### src/rtl/conv_layer_seq_pkg.sv
// Shared types and sizing helpers for the sequential convolution engine.
package conv_layer_seq_pkg;

    typedef enum logic [2:0] {
        ST_IDLE = 3'd0,
        ST_LOAD = 3'd1,
        ST_MAC  = 3'd2,
        ST_OUT  = 3'd3,
        ST_DONE = 3'd4
    } state_t;

    // Counter/index width with a floor of one bit.
    function automatic int unsigned cw(input int unsigned n);
        return (n < 2) ? 1 : $clog2(n);
    endfunction

    // Output extent of one spatial dimension for a given filter size and stride.
    function automatic int unsigned out_dim(input int unsigned n, input int unsigned f,
                                            input int unsigned s);
        return (n - f) / s + 1;
    endfunction

    // Accumulator width that cannot overflow across all taps.
    function automatic int unsigned acc_w(input int unsigned dw, input int unsigned taps);
        return 2 * dw + $clog2(taps);
    endfunction

    // Signed saturation bounds for a dw-bit word.
    function automatic longint sat_max(input int unsigned dw);
        return (longint'(1) <<< (dw - 1)) - 1;
    endfunction

    function automatic longint sat_min(input int unsigned dw);
        return -(longint'(1) <<< (dw - 1));
    endfunction

endpackage

### src/rtl/conv_layer_seq_mac.sv
// Signed multiply-accumulate with clear/enable and a shift/saturate/ReLU output stage.
module conv_layer_seq_mac
    import conv_layer_seq_pkg::*;
#(
    parameter int unsigned DATA_WIDTH = 16,
    parameter int unsigned FRAC       = 8,
    parameter int unsigned ACC_W      = 36,
    parameter int unsigned RELU       = 0
) (
    input  logic                         clk,
    input  logic                         rst_n,
    input  logic                         i_clr,
    input  logic                         i_en,
    input  logic signed [DATA_WIDTH-1:0] i_a,
    input  logic signed [DATA_WIDTH-1:0] i_b,
    output logic signed [DATA_WIDTH-1:0] o_result_c
);

    localparam logic signed [ACC_W-1:0]      SAT_HI = ACC_W'(sat_max(DATA_WIDTH));
    localparam logic signed [ACC_W-1:0]      SAT_LO = ACC_W'(sat_min(DATA_WIDTH));
    localparam logic signed [DATA_WIDTH-1:0] OUT_HI = DATA_WIDTH'(sat_max(DATA_WIDTH));
    localparam logic signed [DATA_WIDTH-1:0] OUT_LO = DATA_WIDTH'(sat_min(DATA_WIDTH));

    logic signed [ACC_W-1:0]        r_acc;
    logic signed [2*DATA_WIDTH-1:0] w_prod;
    logic signed [ACC_W-1:0]        w_sum;
    logic signed [ACC_W-1:0]        w_shift;

    // Running sum including the current tap, so the final result is available on the last tap.
    always_comb begin
        w_prod  = i_a * i_b;
        w_sum   = r_acc + ACC_W'(w_prod);
        w_shift = w_sum >>> FRAC;
    end

    // Saturate to the output word, then optionally clamp negatives.
    always_comb begin
        o_result_c = DATA_WIDTH'(w_shift);
        if (w_shift > SAT_HI) begin
            o_result_c = OUT_HI;
        end else if (w_shift < SAT_LO) begin
            o_result_c = OUT_LO;
        end
        if ((RELU != 0) && o_result_c[DATA_WIDTH-1]) begin
            o_result_c = '0;
        end
    end

    // Accumulator register.
    always_ff @(posedge clk or negedge rst_n) begin
        if (!rst_n) begin
            r_acc <= '0;
        end else if (i_clr) begin
            r_acc <= '0;
        end else if (i_en) begin
            r_acc <= w_sum;
        end
    end

endmodule

### src/rtl/conv_layer_seq.sv
// Time-multiplexed K-filter 2-D convolution: one MAC per cycle, valid/ready output stream.
module conv_layer_seq
    import conv_layer_seq_pkg::*;
#(
    parameter int unsigned DATA_WIDTH = 16,
    parameter int unsigned FRAC       = 8,
    parameter int unsigned D          = 1,
    parameter int unsigned H          = 8,
    parameter int unsigned W          = 8,
    parameter int unsigned F          = 3,
    parameter int unsigned K          = 2,
    parameter int unsigned S          = 1,
    parameter int unsigned RELU       = 0
) (
    input  logic                                clk,
    input  logic                                reset,
    input  logic                                start,
    input  logic [D*H*W*DATA_WIDTH-1:0]         image,
    input  logic [K*D*F*F*DATA_WIDTH-1:0]       filters,
    output logic                                busy,
    output logic                                done,
    output logic                                out_valid,
    input  logic                                out_ready,
    output logic [DATA_WIDTH-1:0]               out_data,
    output logic [cw(K)-1:0]                    out_k,
    output logic [cw(out_dim(H, F, S))-1:0]     out_row,
    output logic [cw(out_dim(W, F, S))-1:0]     out_col
);

    localparam int unsigned HO    = out_dim(H, F, S);
    localparam int unsigned WO    = out_dim(W, F, S);
    localparam int unsigned TAPS  = D * F * F;
    localparam int unsigned ACC_W = acc_w(DATA_WIDTH, TAPS);
    localparam int unsigned KW    = cw(K);
    localparam int unsigned RW    = cw(HO);
    localparam int unsigned CW    = cw(WO);
    localparam int unsigned DDW   = cw(D);
    localparam int unsigned FW    = cw(F);
    localparam int unsigned IMG_IW = cw(D * H * W * DATA_WIDTH);
    localparam int unsigned FLT_IW = cw(K * D * F * F * DATA_WIDTH);

    state_t                         r_state;
    state_t                         w_next;
    logic [KW-1:0]                  r_k;
    logic [RW-1:0]                  r_row;
    logic [CW-1:0]                  r_col;
    logic [DDW-1:0]                 r_d;
    logic [FW-1:0]                  r_i;
    logic [FW-1:0]                  r_j;
    logic                           r_busy;
    logic                           r_done;
    logic                           r_valid;
    logic [DATA_WIDTH-1:0]          r_data;
    logic [KW-1:0]                  r_out_k;
    logic [RW-1:0]                  r_out_row;
    logic [CW-1:0]                  r_out_col;
    logic                           w_last_tap;
    logic                           w_last_pix;
    logic [IMG_IW-1:0]              w_img_lsb;
    logic [FLT_IW-1:0]              w_flt_lsb;
    logic signed [DATA_WIDTH-1:0]   w_pix;
    logic signed [DATA_WIDTH-1:0]   w_flt;
    logic signed [DATA_WIDTH-1:0]   w_result;

    // Tap/pixel boundary detection and operand selection for the current tap.
    always_comb begin
        w_last_tap = (r_d == DDW'(D - 1)) && (r_i == FW'(F - 1)) && (r_j == FW'(F - 1));
        w_last_pix = (r_k == KW'(K - 1)) && (r_row == RW'(HO - 1)) && (r_col == CW'(WO - 1));
        w_img_lsb  = IMG_IW'(((32'(r_d) * H + 32'(r_row) * S + 32'(r_i)) * W
                              + 32'(r_col) * S + 32'(r_j)) * DATA_WIDTH);
        w_flt_lsb  = FLT_IW'((((32'(r_k) * D + 32'(r_d)) * F + 32'(r_i)) * F
                              + 32'(r_j)) * DATA_WIDTH);
        w_pix      = image[w_img_lsb +: DATA_WIDTH];
        w_flt      = filters[w_flt_lsb +: DATA_WIDTH];
    end

    conv_layer_seq_mac #(
        .DATA_WIDTH (DATA_WIDTH),
        .FRAC       (FRAC),
        .ACC_W      (ACC_W),
        .RELU       (RELU)
    ) u_mac (
        .clk        (clk),
        .rst_n      (reset),
        .i_clr      (r_state == ST_LOAD),
        .i_en       (r_state == ST_MAC),
        .i_a        (w_pix),
        .i_b        (w_flt),
        .o_result_c (w_result)
    );

    // State register.
    always_ff @(posedge clk or negedge reset) begin
        if (!reset) begin
            r_state <= ST_IDLE;
        end else begin
            r_state <= w_next;
        end
    end

    // Next-state logic; start is only honoured in IDLE.
    always_comb begin
        w_next = r_state;
        case (r_state)
            ST_IDLE: if (start) w_next = ST_LOAD;
            ST_LOAD: w_next = ST_MAC;
            ST_MAC:  if (w_last_tap) w_next = ST_OUT;
            ST_OUT:  if (out_ready) w_next = w_last_pix ? ST_DONE : ST_LOAD;
            ST_DONE: w_next = ST_IDLE;
            default: w_next = ST_IDLE;
        endcase
    end

    // Counters, output registers and status flags; OUT without ready freezes everything.
    always_ff @(posedge clk or negedge reset) begin
        if (!reset) begin
            r_k       <= '0;
            r_row     <= '0;
            r_col     <= '0;
            r_d       <= '0;
            r_i       <= '0;
            r_j       <= '0;
            r_busy    <= 1'b0;
            r_done    <= 1'b0;
            r_valid   <= 1'b0;
            r_data    <= '0;
            r_out_k   <= '0;
            r_out_row <= '0;
            r_out_col <= '0;
        end else begin
            r_busy  <= (w_next != ST_IDLE) && (w_next != ST_DONE);
            r_done  <= (w_next == ST_DONE);
            r_valid <= (w_next == ST_OUT);
            case (r_state)
                ST_IDLE: begin
                    if (start) begin
                        r_k   <= '0;
                        r_row <= '0;
                        r_col <= '0;
                    end
                end
                ST_LOAD: begin
                    r_d <= '0;
                    r_i <= '0;
                    r_j <= '0;
                end
                ST_MAC: begin
                    if (r_j == FW'(F - 1)) begin
                        r_j <= '0;
                        if (r_i == FW'(F - 1)) begin
                            r_i <= '0;
                            r_d <= r_d + 1'b1;
                        end else begin
                            r_i <= r_i + 1'b1;
                        end
                    end else begin
                        r_j <= r_j + 1'b1;
                    end
                    if (w_last_tap) begin
                        r_data    <= w_result;
                        r_out_k   <= r_k;
                        r_out_row <= r_row;
                        r_out_col <= r_col;
                    end
                end
                ST_OUT: begin
                    if (out_ready) begin
                        if (w_last_pix) begin
                            r_k   <= '0;
                            r_row <= '0;
                            r_col <= '0;
                        end else if (r_col == CW'(WO - 1)) begin
                            r_col <= '0;
                            if (r_row == RW'(HO - 1)) begin
                                r_row <= '0;
                                r_k   <= r_k + 1'b1;
                            end else begin
                                r_row <= r_row + 1'b1;
                            end
                        end else begin
                            r_col <= r_col + 1'b1;
                        end
                    end
                end
                default: ;
            endcase
        end
    end

    assign busy      = r_busy;
    assign done      = r_done;
    assign out_valid = r_valid;
    assign out_data  = r_data;
    assign out_k     = r_out_k;
    assign out_row   = r_out_row;
    assign out_col   = r_out_col;

endmodule
### config.mk
export PLATFORM = sky130hd
export DESIGN_NAME = conv_layer_seq
export DESIGN_NICKNAME = d
export VERILOG_FILES = /design/src/rtl/conv_layer_seq_pkg.sv /design/src/rtl/conv_layer_seq_mac.sv /design/src/rtl/conv_layer_seq.sv
export SDC_FILE = /design/constraint.sdc
export NUM_CORES = 2
export LEC_CHECK = 0
export ABC_CLOCK_PERIOD_IN_PS = 14700
export CAP_MARGIN = 0
export CORE_AREA = 2 2 519 521
export DETAILED_ROUTE_END_ITERATION = 16
export DIE_AREA = 0 0 521 523
export PLACE_DENSITY = 0.34
export RECOVER_POWER = 100
export SYNTH_ARGS = -nofsm -noshare
export SYNTH_HDL_FRONTEND = slang
export SYNTH_SLANG_ARGS = --single-unit
### constraint.sdc
create_clock -name clk -period 14.7 [get_ports clk]
set_clock_uncertainty 0.2 [all_clocks]
set_input_delay 2.205 -clock clk [delete_from_list [all_inputs] [get_ports clk]]
set_output_delay 2.205 -clock clk [all_outputs]
set_load 0.05 [all_outputs]
==> flow_summary_export.csv <==
group,metric,value,unit
timing,fin_hold_ws,0.299,ns
global_route,grt_max_degree,71,
drt,first_pass_iters,5,
logic_synthesis,syn_inst,2309,
cts,post_cts_resized,0,
timing,fin_setup_tns,0,ns
logic_synthesis,avgSynthCellArea,11.2,µm²
timing,setup_slack,1.80,ns
drt,antenna_left,0,
timing,max_freq,77.5,MHz
worst_hold_path,hold_class,"reg -> reg",
logic_synthesis,postSynth.asyncResetShare,100,%
die,die-area,0.272,mm²
worst_hold_path,hold_start,"u_mac.r_acc[15]",
cts,cts_setup_buffers,0,
logic_synthesis,synth_seq_area_share,7.48,%
die,io_pins,1342,
worst_setup_path,slowest_stage,"clkbuf_1",
timing,finalMaxSlewViolations,145,
timing,max-slew-margin-rel,-87.5,%
timing,setup_violations,0,
die,rows,190,
outcome,violations,"max-capacitance violations, max-slew violations",
finish,multi_input_area,0.0218,mm²
die,die_w,521,µm
outcome,outcome,"finished, violations left",
worst_setup_path,startpoint_type,"flip-flop",
logic_synthesis,ys_ff_latch,77,
timing,min_period,12.90,ns
drt,drt-initial-drc-count,1516,
die,start_util,9.65,%
drt,routed.top_layer,"met5",
logic_synthesis,synth-edff-count,0,
cts,cts_tree,"done",
finish,fin_area,0.0439,mm²
finish,layout.nets,5304,
drt,wl_met2,125000,µm
global_route,gr-usage-all-layers,17.0,%
cts,worstSkewPairLatency,0.37,ns
worst_setup_path,crit_type,"reg -> reg",
place,gp_congestion,0.855,
worst_setup_path,crit_path_max_fanout,39,
drt,wl_met3,15700,µm
place,dp_hpwl,217000,µm
global_route,grt_pass1_wl,299000,µm
finish,seq_area,0.00193,mm²
cts,path_clk_slew,0.07,ns
worst_setup_path,slowest_delay,0.83,ns
logic_synthesis,syn_area,0.0258,mm²
worst_setup_path,timing.critical_path.buf_inv,8,
global_route,grt_overflow,0,
timing,tightest_slew,2.81,ns
cts,root_buffer,"clkbuf_16",
worst_setup_path,worstSetupEndpointType,"flip-flop",
timing,finalCritPeriodShare,87.7,%
worst_setup_path,worstPathRequired,14.75,ns
place,pre_cts_slack,2.22,ns
drt,routed_wl,237000,µm
job,cap_viol_max_count,4,
cts,cts_made_buffers,9,
drt,vias,25600,
timing,hold_viol_final,0,
cts,cts_hold_buf,0,
place,portBuffers,1341,
cts,cts_max_level,3,
cts,clock_sinks,77,
drt,route.detailed.drc,0,
global_route,grt_pass1_vias,28296,
drt,vias_per_cell,3.57,
finish,synthToLayoutAreaGrowth,70.3,%
worst_setup_path,worstSetupStartpoint,"r_k",
cts,cts.path.max_buffers,2,
die,die_height,523,µm
finish,drive_gt1_share,16.2,%
logic_synthesis,synth_ff_type,"dfrtp_1",
worst_setup_path,rrSetupSlack,1.80,ns
global_route,grt_antenna_before_repair,209,
worst_setup_path,crit_family,"adder cells",
logic_synthesis,synth.distinct_cells,69,
die,core_area,0.267,mm²
worst_setup_path,crit_arrival,12.95,ns
timing,rsz0062_at_grt,"no",
drt,wl_per_cell,33.0,µm
worst_setup_path,timing.rr.start,"r_k",
logic_synthesis,synth_nets,4065,
finish,nFillCells,29711,
drt,wl_met1,88500,µm
logic_synthesis,yosysWarningCount,0,
place,place_area,0.0435,mm²
[final timing paths]
kind / endpoint / cells past startpoint
min: u_mac.r_acc[15] / 2
max reg2reg: out_data[4] / 34
min reg2reg: u_mac.r_acc[15] / 2
min in group asynchronous: u_mac.r_acc[4] / 1
max: out_data[4] / 34
max in group asynchronous: done / 2
[cell usage after synthesis, types with 5 or more instances]
cell      instances  area [µm²]
a211oi_1          5        37.5
a21o_1           18         135
a21oi_1          39         195
a22o_1           17         149
a31oi_1           7        43.8
and2_1            6        37.5
and3_1            6        37.5
buf_1             7        26.3
buf_2            60         300
clkbuf_1         88         330
dfrtp_1          77        1930
fa_1            320        6410
ha_1            120        1500
inv_1           383        1440
mux2_2           13         146
mux2i_1          22         220
mux4_1            6         158
mux4_2          389        8760
nand2_1         145         544
nand2b_1         10        62.6
nand3_1          27         135
nand4_1          11        68.8
nor2_1          193         724
nor2b_1          26         163
nor3_1            8        40.0
o211ai_1          8        60.1
o21a_1            7        52.6
o21ai_0          73         365
o22a_1           31         272
or2_2            93         582
or3_1             6        37.5
xnor2_1          20         175
xor2_1           16         140
[metal layers]
metal / global-route usage (%) / up-vias
met5: 0 / -
met4: 3.62 / 80
met3: 4.38 / 365
met2: 32.0 / 1246
met1: 18.9 / 13161
li1: - / 10748
[through the flow]
step / util (%) / std cells
floorplan: - / 2309
global placement: 16.3 / 7089
detailed placement: 16.3 / 7089
CTS: 16.4 / 7105
global route: 16.4 / 7142
finish: 16.4 / 7161
[cells in the final DEF, fill, tap and decap left out, types with 17 or more instances in the layout]
cell type        count
buf_4               39
dlygate4sd3_1       28
a22o_1              17
clkdlybuf4s50_1   1312
o21ai_0             63
xnor2_1             17
mux4_2             389
inv_1              383
nor2_1             192
ha_1               117
a21oi_1             40
o22a_1              31
a21o_1              18
nor2b_1             26
diode_2             56
nand2_1            145
fa_1               318
dfrtp_1             77
nand3_1             27
mux2i_1             22
or2_2               92
[worst register-to-register path: cells and delay by family (launching register included)]
kind,cells,cell delay (ns)
DFF,1,0.46
AOI/OAI and AO/OA,8,2.77
and+or+nand+nor,3,0.64
adders and majority gates,12,5.86
muxes,2,0.98
xor gates and xnor gates,1,0.43
buffers and inverters,8,1.40
[cell families after synthesis]
logic type	count (synthesis)	synth area share [%]
DFF	77	7.48
xor gates and xnor gates	37	1.31
and+or+nand+nor	547	9.95
AOI/OAI and AO/OA	234	6.21
adders and majority gates	440	30.7
muxes	430	36.0
buffers and inverters	544	8.34
[sequential cells by signal (all words and copies together) (netlist names), 3 cells and up]
signal	cells
r_row	3
r_col	3
out_col	3
r_state	3
u_mac.r_acc	36
out_row	3
out_data	16
[layout make-up]
class                      count  share of cell area (%)
clock inverter                 7                   0.131
clock buffer                   9                   0.513
timing repair buffer        1389                    31.5
tap                         3552                    10.1
multi-input combinational   1688                    49.7
inverter                     383                    3.28
sequential                    77                    4.39
antenna                       56                   0.319
Power is left out: the tool's default activity adds up to more than one toggle a clock period on the data nets, which glitch-free logic cannot reach.
